## config.mk

```make
export PLATFORM = sky130hd
export DESIGN_NAME = apu_mix_sched_flat
export DESIGN_NICKNAME = d
export VERILOG_FILES = /design/src/rtl/apu_mix_sched_if.sv /design/src/rtl/apu_mix_sched.sv /design/src/flat_wrapper.sv
export SDC_FILE = /design/constraint.sdc
export NUM_CORES = 1
export LEC_CHECK = 0
export CAP_MARGIN = 20
export CORE_MARGIN = 2
export CORE_UTILIZATION = 25
export CTS_CLUSTER_DIAMETER = 40
export DETAILED_ROUTE_END_ITERATION = 6
export PLACE_DENSITY = 0.52
export REMOVE_ABC_BUFFERS = 1
export SYNTH_ARGS = -nofsm -noshare
export SYNTH_HDL_FRONTEND = slang
export SYNTH_SLANG_ARGS = --single-unit
```

## constraint.sdc

```tcl
create_clock -name clock -period 4.35 [get_ports clock]
set_input_delay 1.305 -clock clock [delete_from_list [all_inputs] [get_ports clock]]
set_output_delay 1.305 -clock clock [all_outputs]
set_load 0.02 [all_outputs]
```

## src/rtl/apu_mix_sched_if.sv

```systemverilog
// apu_mix_sched_if: channel handshakes, mixer controls and serializer-side
// outputs of the per-frame APU mixer.
//
// Handshake: a sample on channel k transfers on a rising edge where
// ch_valid[k] and ch_ready[k] are both high. ch_ready is combinational,
// at most one bit is high in any cycle, and it only rises in channel k's
// gather slot. A source may hold ch_valid high across frames; it is consumed
// at most once per frame.
interface apu_mix_sched_if #(
    parameter int NUM_CH = 4
);
    logic [16*NUM_CH-1:0] ch_sample;
    logic [NUM_CH-1:0]    ch_valid;
    logic [NUM_CH-1:0]    ch_ready;
    logic [NUM_CH-1:0]    ch_enable;
    logic [2:0]           atten;
    logic                 underrun_clr;
    logic [NUM_CH-1:0]    underrun;
    logic                 frame_start;
    logic [15:0]          sample;

    // Voice channels / controller side
    modport master (
        output ch_sample, ch_valid, ch_enable, atten, underrun_clr,
        input  ch_ready, underrun, frame_start, sample
    );

    // Mixer side
    modport slave (
        input  ch_sample, ch_valid, ch_enable, atten, underrun_clr,
        output ch_ready, underrun, frame_start, sample
    );
endinterface

```

## src/rtl/apu_mix_sched.sv

```systemverilog
// apu_mix_sched: once per audio frame, gathers one sample from each voice
// channel in index order, sums them, applies an arithmetic right shift,
// saturates to 16 bits and presents the result to the I2S serializer,
// held stable for a whole frame.
//
// Optional feature macro: APU_HOLD_LAST_EN. When defined, each channel keeps
// its last accepted sample and an underrun slot re-uses it instead of adding
// zero. Without it there is no per-channel storage.
//
// Frame timeline (frame_pos):
//   0                 WAIT -> GATHER, accumulator cleared
//   1 .. NUM_CH       GATHER, one channel slot per cycle
//   NUM_CH+1          SCALE, pending = sat16(acc >>> atten)
//   UPDATE_POS        sample <= pending at the end of this cycle
module apu_mix_sched #(
    parameter int NUM_CH     = 4,
    parameter int FRAME_LEN  = 32,
    parameter int UPDATE_POS = 8
) (
    input  logic           clock,
    input  logic           reset_l,
    apu_mix_sched_if.slave bus,
    output logic [1:0]     dbg_state_o
);
    localparam int IDX_W = (NUM_CH > 1) ? $clog2(NUM_CH) : 1;
    localparam int FP_W  = (FRAME_LEN > 1) ? $clog2(FRAME_LEN) : 1;
    // Sum of NUM_CH full-scale 16-bit samples plus sign: never overflows.
    localparam int ACC_W = 16 + $clog2(NUM_CH) + 1;

    localparam logic signed [ACC_W-1:0] SAT_MAX = ACC_W'(32767);
    localparam logic signed [ACC_W-1:0] SAT_MIN = -(ACC_W'(32768));

    typedef enum logic [1:0] {
        ST_WAIT   = 2'd0,
        ST_GATHER = 2'd1,
        ST_SCALE  = 2'd2
    } state_t;

    state_t                   state_q, state_d;
    logic [FP_W-1:0]          frame_pos_q, frame_pos_d;
    logic [IDX_W-1:0]         idx_q, idx_d;
    logic signed [ACC_W-1:0]  acc_q, acc_d;
    logic [15:0]              pending_q, pending_d;
    logic [15:0]              sample_q, sample_d;
    logic [NUM_CH-1:0]        underrun_q, underrun_d;

    logic [NUM_CH-1:0]        ready_c;
    logic [NUM_CH-1:0]        set_c;
    logic [15:0]              cur_sample;
    logic                     cur_en;
    logic                     cur_vld;
    logic [15:0]              fill_val;
    logic [15:0]              slot_val;
    logic signed [ACC_W-1:0]  shifted;

    // Current slot's channel inputs
    assign cur_sample = bus.ch_sample[16*int'(idx_q) +: 16];
    assign cur_en     = bus.ch_enable[idx_q];
    assign cur_vld    = bus.ch_valid[idx_q];

`ifdef APU_HOLD_LAST_EN
    logic [15:0] last_q [NUM_CH];

    // Remember each channel's most recent accepted sample for underrun fill-in
    always_ff @(posedge clock or negedge reset_l) begin
        if (!reset_l) begin
            for (int k = 0; k < NUM_CH; k++) last_q[k] <= '0;
        end else begin
            for (int k = 0; k < NUM_CH; k++) begin
                if (ready_c[k]) last_q[k] <= bus.ch_sample[16*k +: 16];
            end
        end
    end

    assign fill_val = last_q[idx_q];
`else
    assign fill_val = '0;
`endif

    // A valid slot contributes its sample, an underrun slot the fill value
    assign slot_val = cur_vld ? cur_sample : fill_val;

    // Free-running frame position counter
    always_comb begin
        if (frame_pos_q == FP_W'(FRAME_LEN - 1)) frame_pos_d = '0;
        else                                      frame_pos_d = frame_pos_q + 1'b1;
    end

    // Scheduler FSM: next state, slot handshake, accumulation and scaling
    always_comb begin
        state_d   = state_q;
        idx_d     = idx_q;
        acc_d     = acc_q;
        pending_d = pending_q;
        ready_c   = '0;
        set_c     = '0;
        shifted   = acc_q >>> bus.atten;
        case (state_q)
            ST_WAIT: begin
                if (frame_pos_q == '0) begin
                    acc_d   = '0;
                    idx_d   = '0;
                    state_d = ST_GATHER;
                end
            end
            ST_GATHER: begin
                if (cur_en) begin
                    if (cur_vld) ready_c[idx_q] = 1'b1;
                    else         set_c[idx_q]   = 1'b1;
                    acc_d = acc_q + {{(ACC_W-16){slot_val[15]}}, slot_val};
                end
                if (idx_q == IDX_W'(NUM_CH - 1)) state_d = ST_SCALE;
                else                             idx_d   = idx_q + 1'b1;
            end
            ST_SCALE: begin
                if (shifted > SAT_MAX)      pending_d = 16'h7FFF;
                else if (shifted < SAT_MIN) pending_d = 16'h8000;
                else                        pending_d = shifted[15:0];
                state_d = ST_WAIT;
            end
            default: state_d = ST_WAIT;
        endcase
    end

    // Output and sticky-flag next values; a same-cycle set beats the clear
    always_comb begin
        sample_d   = (frame_pos_q == FP_W'(UPDATE_POS)) ? pending_q : sample_q;
        underrun_d = (underrun_q & ~{NUM_CH{bus.underrun_clr}}) | set_c;
    end

    // State registers; reset discards any partial frame
    always_ff @(posedge clock or negedge reset_l) begin
        if (!reset_l) begin
            state_q     <= ST_WAIT;
            frame_pos_q <= '0;
            idx_q       <= '0;
            acc_q       <= '0;
            pending_q   <= '0;
            sample_q    <= '0;
            underrun_q  <= '0;
        end else begin
            state_q     <= state_d;
            frame_pos_q <= frame_pos_d;
            idx_q       <= idx_d;
            acc_q       <= acc_d;
            pending_q   <= pending_d;
            sample_q    <= sample_d;
            underrun_q  <= underrun_d;
        end
    end

    // frame_start is gated by reset so every output reads 0 while held in reset
    assign bus.frame_start = reset_l && (frame_pos_q == '0);
    assign bus.ch_ready    = ready_c;
    assign bus.underrun    = underrun_q;
    assign bus.sample      = sample_q;
    assign dbg_state_o     = state_q;

endmodule

```

## src/flat_wrapper.sv

```systemverilog
// flat-port wrapper written by rule: the top's interface ports become plain ports
module apu_mix_sched_flat 
#(
    parameter int NUM_CH     = 4,
    parameter int FRAME_LEN  = 32,
    parameter int UPDATE_POS = 8
)
  (clock, reset_l, dbg_state_o, bus_ch_sample, bus_ch_valid, bus_ch_enable, bus_atten, bus_underrun_clr, bus_ch_ready, bus_underrun, bus_frame_start, bus_sample);
  apu_mix_sched_if #(.NUM_CH(NUM_CH)) bus_i ();
  input  logic clock;
  input  logic reset_l;
  output logic [1:0] dbg_state_o;
  input wire logic [$bits(bus_i.ch_sample)-1:0] bus_ch_sample;
  input wire logic [$bits(bus_i.ch_valid)-1:0] bus_ch_valid;
  input wire logic [$bits(bus_i.ch_enable)-1:0] bus_ch_enable;
  input wire logic [$bits(bus_i.atten)-1:0] bus_atten;
  input wire logic [$bits(bus_i.underrun_clr)-1:0] bus_underrun_clr;
  output wire logic [$bits(bus_i.ch_ready)-1:0] bus_ch_ready;
  output wire logic [$bits(bus_i.underrun)-1:0] bus_underrun;
  output wire logic [$bits(bus_i.frame_start)-1:0] bus_frame_start;
  output wire logic [$bits(bus_i.sample)-1:0] bus_sample;
  assign bus_i.ch_sample = bus_ch_sample;
  assign bus_i.ch_valid = bus_ch_valid;
  assign bus_i.ch_enable = bus_ch_enable;
  assign bus_i.atten = bus_atten;
  assign bus_i.underrun_clr = bus_underrun_clr;
  assign bus_ch_ready = bus_i.ch_ready;
  assign bus_underrun = bus_i.underrun;
  assign bus_frame_start = bus_i.frame_start;
  assign bus_sample = bus_i.sample;
  apu_mix_sched #(.NUM_CH(NUM_CH), .FRAME_LEN(FRAME_LEN), .UPDATE_POS(UPDATE_POS)) u_core (.clock(clock), .reset_l(reset_l), .bus(bus_i), .dbg_state_o(dbg_state_o));
endmodule
```

==> impl_metrics.json, run 1 <==
{
  "yosysSeqAreaShare": 0.340,
  "grt_pass1_wl_mm": 19.7,
  "area_growth_syn_to_layout_pct": 34.0,
  "cts_setup_buffers": 0,
  "hp-start": "u_core.pending_q[7]$_DFFE_PN0N_",
  "gp_congestion": 0.841,
  "critPathSlowestCell": "mux4_2",
  "drc": 0,
  "worst_pin_slew_ns": 0.942,
  "slew_violations": 0,
  "relSlewSlack": 0.372,
  "ant_nets": 0,
  "rsz0062_at_grt": "no",
  "finalSetupViolCount": 0,
  "path_buf_inv": 2,
  "comb_power_share": 0.335,
  "met2WireLength_mm": 5.58,
  "power.internal_uw": 1600,
  "p_per_area_mw_per_mm2": 371,
  "ir_worst_vdd_mv": 0.182,
  "synth.avg_cell_area_um2": 9.56,
  "pwr-share-seq": 0.356,
  "status": "finished clean",
  "die_w_um": 141,
  "crit_required_ns": 3.04,
  "path_cells": "clkdlybuf4s50_1, mux4_2, nand2_2, nor2_1, and2_1, dlygate4sd2_1",
  "synth-async-reset-ratio": 1.00,
  "wirelength_mm": 11.8,
  "ys.flop_type": "dfrtp_1",
  "clock_latency_ns": 0.33,
  "hold_viol_final": 0,
  "coreArea_mm2": 0.0186,
  "slowest_delay_ns": 0.49,
  "initial_core_util": 0.253,
  "ys_seq_elements": 64,
  "crit_type": "primary input to output pin",
  "synth_warnings": 0,
  "cts.sinks": 64,
  "start_kind": "primary input",
  "synth_cells": 492,
  "path_clk_slew_ns": 0.05,
  "period_share": 0.950,
  "fmax_mhz": 242,
  "syn_area_mm2": 0.00471,
  "synth_edf_count": 0,
  "leakage_uw": 0.00272,
  "grtUsageTotal": 0.122,
  "ys_top_cells_by_area": "dfrtp_1 34%, mux4_2 8.6%, ha_1 6.6%",
  "avgViaCountPerCell": 4.73,
  "swShare": 0.317,
  "die_area_mm2": 0.0199,
  "cts_tree": "yes",
  "tns_ns": 0,
  "pwr-share-clk": 0.309,
  "antenna_found_initial": 0,
  "h-tree-depth": 3,
  "maxUsedRoutingLayer": "met4",
  "cts_buffers": 9,
  "grt_pass1_vias": 4057,
  "port_buffers": 104,
  "end_kind": "output pin",
  "route.vias.total": 3943,
  "drt_pass1_iterations": 4,
  "drtIter0Drc": 186,
  "antenna_cells": 0,
  "wl_met3_um": 539,
  "die_h_um": 141,
  "gr-total-overflow": 0,
  "period_needed_ns": 4.13,
  "drv_cap": 0,
  "crit_arrival_ns": 2.83,
  "rows": 50,
  "cts-root-buf": "clkbuf_16",
  "power_switching_uw": 742,
  "place_area_mm2": 0.00601,
  "hold_class": "flip-flop to flip-flop",
  "critPathLaunch": "bus_ch_enable[3]",
  "cp_max_fo": 4,
  "crit_family": "buffers and inverters",
  "met1_length_mm": 5.42,
  "yosys.area.top_type": "dfrtp_1",
  "synthDistinctLibCells": 57,
  "drt-wirelength-per-cell_um": 14.1,
  "drive_gt1_frac": 0.139,
  "grt_start_max_net_pins": 65,
  "fin_area_mm2": 0.00630,
  "synth.top_cell.area_share": 0.340,
  "finClkSkew_ns": 0.00655,
  "clk_path_buf_depth": 2,
  "r2r_start": "u_core.idx_q[0]$_DFFE_PN0P_",
  "num-nets-final": 698,
  "io_pins": 105,
  "dp_hpwl_mm": 9.25
}
-- cells by family (layout without fill, tap and decap cells) --
logic type      after synthesis  after routing  synth area share
xor+xnor                     13             13            0.0242
compound gates              117            117             0.154
mux                          68             68             0.198
fa+ha+maj                    26             26            0.0707
buf+inv                      39            146            0.0388
simple gates                165            165             0.174
flops                        64             64             0.340
-- state kept, by name (all words and copies together) (netlist names) --
| register | count |
|---|---|
| u_core.frame_pos_q | 5 |
| u_core.bus.underrun | 4 |
| u_core.pending_q | 16 |
| u_core.bus.sample | 16 |
| u_core.acc_q | 19 |
| u_core.idx_q | 2 |
| u_core.dbg_state_o | 2 |
-- tightest hold or removal path: stages (launching register included) --
cell and delay (ns):
dfrtp_1 0.33, nand2_1 0.04, o21ai_0 0.06
-- metal layers --
metal,global-route usage,up-vias
met2,0.204,92
met4,0.0411,0
met1,0.154,1850
met5,0,-
met3,0.0313,12
li1,-,1989
-- synthesized netlist by cell type, types with 4 or more instances --
cell type	count
mux2_2	20
clkbuf_1	11
and2_1	8
nor3b_1	4
nor2_1	17
nand2_1	81
nor2b_1	18
o21ai_0	41
dfrtp_1	64
and3_1	4
inv_1	12
mux4_2	18
nand2b_1	7
buf_2	7
buf_4	5
mux2i_1	30
nor3_1	4
xor2_1	7
xnor2_1	6
o211ai_1	4
nand3_1	5
ha_1	25
a21oi_1	34
a211oi_1	5
o31ai_1	9
-- power groups by stage --
stage / registers (µW) / logic, µW / clock network (µW)
2_1_floorplan: 860 / 457 / 0
3_3_place_gp: 838 / 777 / 0
3_5_place_dp: 844 / 786 / 0
4_1_cts: 834 / 792 / 748
5_1_grt: 856 / 875 / 773
6_report: 832 / 784 / 724
-- path summary, 6_finish.rpt --
check	to	slack [ns]	depth (start not counted)
max in group asynchronous	u_core.acc_q[7]$_DFFE_PN0P_	2.61	2
max reg2reg	u_core.acc_q[11]$_DFFE_PN0P_	0.98	10
min	u_core.pending_q[7]$_DFFE_PN0N_	0.48	2
max	bus_ch_ready[3]	0.22	6
min in group asynchronous	u_core.pending_q[0]$_DFFE_PN0N_	1.20	2
min reg2reg	u_core.pending_q[7]$_DFFE_PN0N_	0.48	2
-- area by class of cell --
cell class	instances	area, µm²
multi-input cells	389	2930
inverters	12	45.0
flip-flops and latches	64	1600
clock buffers	13	260
fillers	1845	12300
well taps	234	293
clock inverters	3	40.0
repair buffers	118	1140
-- what timing repair did --
| item | in CTS | in global routing |
|---|---|---|
| hold buffers | 0 | 0 |
| endpoints found under the setup margin | 4 | 0 |
| gates resized for setup | 4 | 0 |
-- cells in the final DEF (no fill, tap or decap), types with 5 or more instances in the layout --
cell             count
nor2b_1             18
dfrtp_1             64
buf_4               14
xor2_1               7
inv_1               12
nor2_1              17
mux2_2              20
mux2i_1             30
o31ai_1              9
xnor2_1              6
a21oi_1             34
nand2b_1             7
clkbuf_16            9
a211oi_1             5
ha_1                25
nand2_1             81
clkdlybuf4s50_1     99
and2_1               8
nand3_1              5
o21ai_0             41
mux4_2              18
-- through the flow --
step | utilization | cells | power [µW] | worst slack [ns] | hold slack [ns]
2_1_floorplan | - | 465 | 1320 | 0.608 | 0.444
3_3_place_gp | 0.323 | 817 | 1620 | -0.00376 | 0.464
3_5_place_dp | 0.323 | 817 | 1630 | -0.0395 | 0.466
4_1_cts | 0.339 | 833 | 2370 | 0.203 | 0.480
5_1_grt | 0.339 | 833 | 2500 | 0.148 | 0.511
6_report | 0.339 | 833 | 2340 | 0.218 | 0.475
No activity file was read; power rests on OpenSTA's default activity.
==> inputs of run 2 (changes only) <==
CORE_UTILIZATION = 40   (was 25)
CTS_CLUSTER_SIZE = 28   (was unset)
PLACE_DENSITY = 0.73   (was 0.52)
==> impl_metrics.json, run 2 (synthesis results as in run 1) <==
{
  "finClkSkew_ns": 0.00829,
  "coreArea_mm2": 0.0115,
  "cts_tree": "yes",
  "fmax_mhz": 240,
  "drc": 0,
  "rows": 39,
  "grt_start_max_net_pins": 65,
  "swShare": 0.326,
  "drt-wirelength-per-cell_um": 14.9,
  "clk_path_buf_depth": 2,
  "fill_cells": 1013,
  "regMostFlops": "u_core.acc_q",
  "fin_util": 0.539,
  "path_clk_slew_ns": 0.06,
  "worst_pin_slew_ns": 0.920,
  "pwr-share-seq": 0.356,
  "grt_pass1_wl_mm": 19.2,
  "grt_pass1_vias": 4122,
  "drv_cap": 0,
  "hold_viol_final": 0,
  "comb_power_share": 0.338,
  "gp_congestion": 0.886,
  "drt_pass1_iterations": 4,
  "critPathLaunch": "bus_ch_enable[3]",
  "hp-start": "u_core.pending_q[12]$_DFFE_PN0N_",
  "cp_max_fo": 4,
  "power_switching_uw": 756,
  "crit_arrival_ns": 2.86,
  "final_common_cell": "clkdlybuf4s50_1",
  "route.vias.total": 4017,
  "path_buf_inv": 2,
  "leakage_uw": 0.00271,
  "gr-total-overflow": 0,
  "r2r-end": "u_core.acc_q[10]$_DFFE_PN0P_",
  "end_kind": "output pin",
  "rrSetupSlack_ns": 1.02,
  "holdPathStages": 2,
  "finalSetupViolCount": 0,
  "dp_hpwl_mm": 8.58,
  "num-nets-final": 698,
  "pre_cts_ws_ns": -0.0570,
  "relSlewSlack": 0.387,
  "period_share": 0.957,
  "cts_buffers": 9,
  "ir_worst_vdd_mv": 0.346,
  "r2r.worst_path.cells": 12,
  "status": "finished clean",
  "whs_endpoint": "u_core.pending_q[12]$_DFFE_PN0N_",
  "antenna_found_initial": 0,
  "start_kind": "primary input",
  "period_needed_ns": 4.16,
  "timing.hold.ws_ns": 0.473,
  "largest_registers": "u_core.acc_q x19, u_core.bus.sample x16, u_core.pending_q x16",
  "slew_violations": 0,
  "crit_required_ns": 3.04,
  "cts-root-buf": "clkbuf_16",
  "avgViaCountPerCell": 5.41,
  "cts.sinks": 64,
  "port_buffers": 104,
  "area_growth_syn_to_layout_pct": 31.3,
  "slowest_delay_ns": 0.50,
  "p_per_area_mw_per_mm2": 376,
  "grtUsageTotal": 0.184,
  "die_area_mm2": 0.0126,
  "crit_family": "buffers and inverters",
  "ant_nets": 0,
  "io_pins": 105,
  "die_h_um": 112,
  "antenna_cells": 0,
  "mostFrequentLayoutCells": "99 x clkdlybuf4s50_1, 81 x nand2_1, 64 x dfrtp_1, 41 x o21ai_0, 34 x a21oi_1",
  "rsz0062_at_grt": "no",
  "power.internal_uw": 1560,
  "wirelength_mm": 11.1,
  "drive_gt1_frac": 0.140,
  "tns_ns": 0,
  "crit_type": "primary input to output pin",
  "clock_latency_ns": 0.33,
  "initial_core_util": 0.410,
  "pwr-share-clk": 0.306,
  "largest_reg_flops": 19,
  "hold_class": "flip-flop to flip-flop",
  "critPathSlowestCell": "mux4_2",
  "fin_ws_ns": 0.187,
  "r2r_start": "u_core.idx_q[0]$_DFFE_PN0P_",
  "die_w_um": 112,
  "drtIter0Drc": 190,
  "path_cells": "clkdlybuf4s50_1, mux4_2, nand2_2, nor2_1, and2_1, dlygate4sd2_1",
  "h-tree-depth": 3
}
-- run 2: worst max path at each step --
| stage | end | slack (ns) | cells after the start |
|---|---|---|---|
| after floorplan | u_core.acc_q[10]$_DFFE_PN0P_ | 0.61 | 10 |
| after global placement | bus_ch_ready[3] | 0.01 | 6 |
| after detailed placement | bus_ch_ready[2] | -0.06 | 6 |
| after CTS | bus_ch_ready[2] | 0.19 | 6 |
| after global routing | bus_ch_ready[2] | 0.11 | 6 |
| final | bus_ch_ready[2] | 0.19 | 6 |
-- run 2: power by group through the flow --
stage | Sequential [µW] | Combinational [µW] | Clock, µW
floorplan | 860 | 457 | 0
global placement | 829 | 763 | 0
detailed placement | 839 | 781 | 0
CTS | 829 | 789 | 720
global route | 849 | 874 | 752
finish | 827 | 785 | 710
-- run 2: cell type report --
class	instances	area, µm²	share of cell area
clock inverters	6	60.1	0.00972
multi-input cells	389	2930	0.474
well taps	143	179	0.0290
flip-flops and latches	64	1600	0.259
clock buffers	10	229	0.0371
inverters	12	45.0	0.00729
repair buffers	118	1140	0.184
-- run 2: routing by layer --
layer  track usage  wire (µm)
met5             0          0
met4        0.0691        208
met3        0.0270        552
met2         0.311       5400
met1         0.239       4900
-- run 2: repair_timing --
| action | CTS | global route |
|---|---|---|
| hold buffers | 0 | 0 |
| endpoints found under the setup margin | 4 | 0 |
| buffers inserted | 0 | 0 |
| resized for setup | 4 | 0 |
-- run 2: worst register-to-register path: stages (launching register included) --
cell      delay, ns
dfrtp_1        0.46
buf_4          0.24
mux4_2         0.51
nor2b_1        0.15
ha_1           0.21
fa_1           0.43
a211oi_1       0.26
buf_4          0.16
o21ai_1        0.10
a31o_2         0.26
a21oi_1        0.18
xor2_1         0.15
o21ai_0        0.09
-- run 2: metrics by stage --
stage                     power (µW)  cell area, µm²  cells
after CTS                       2340            6180    742
after floorplan                 1320            4570    465
final                           2320            6180    742
after global placement          1590            5890    726
after detailed placement        1620            5890    726
after global routing            2480            6180    742
==> inputs of run 3 (changes only) <==
CTS_CLUSTER_SIZE = unset   (was 28)
==> results of run 3 <==
The final DEF is identical to that of run 2; final timing and power are the same.
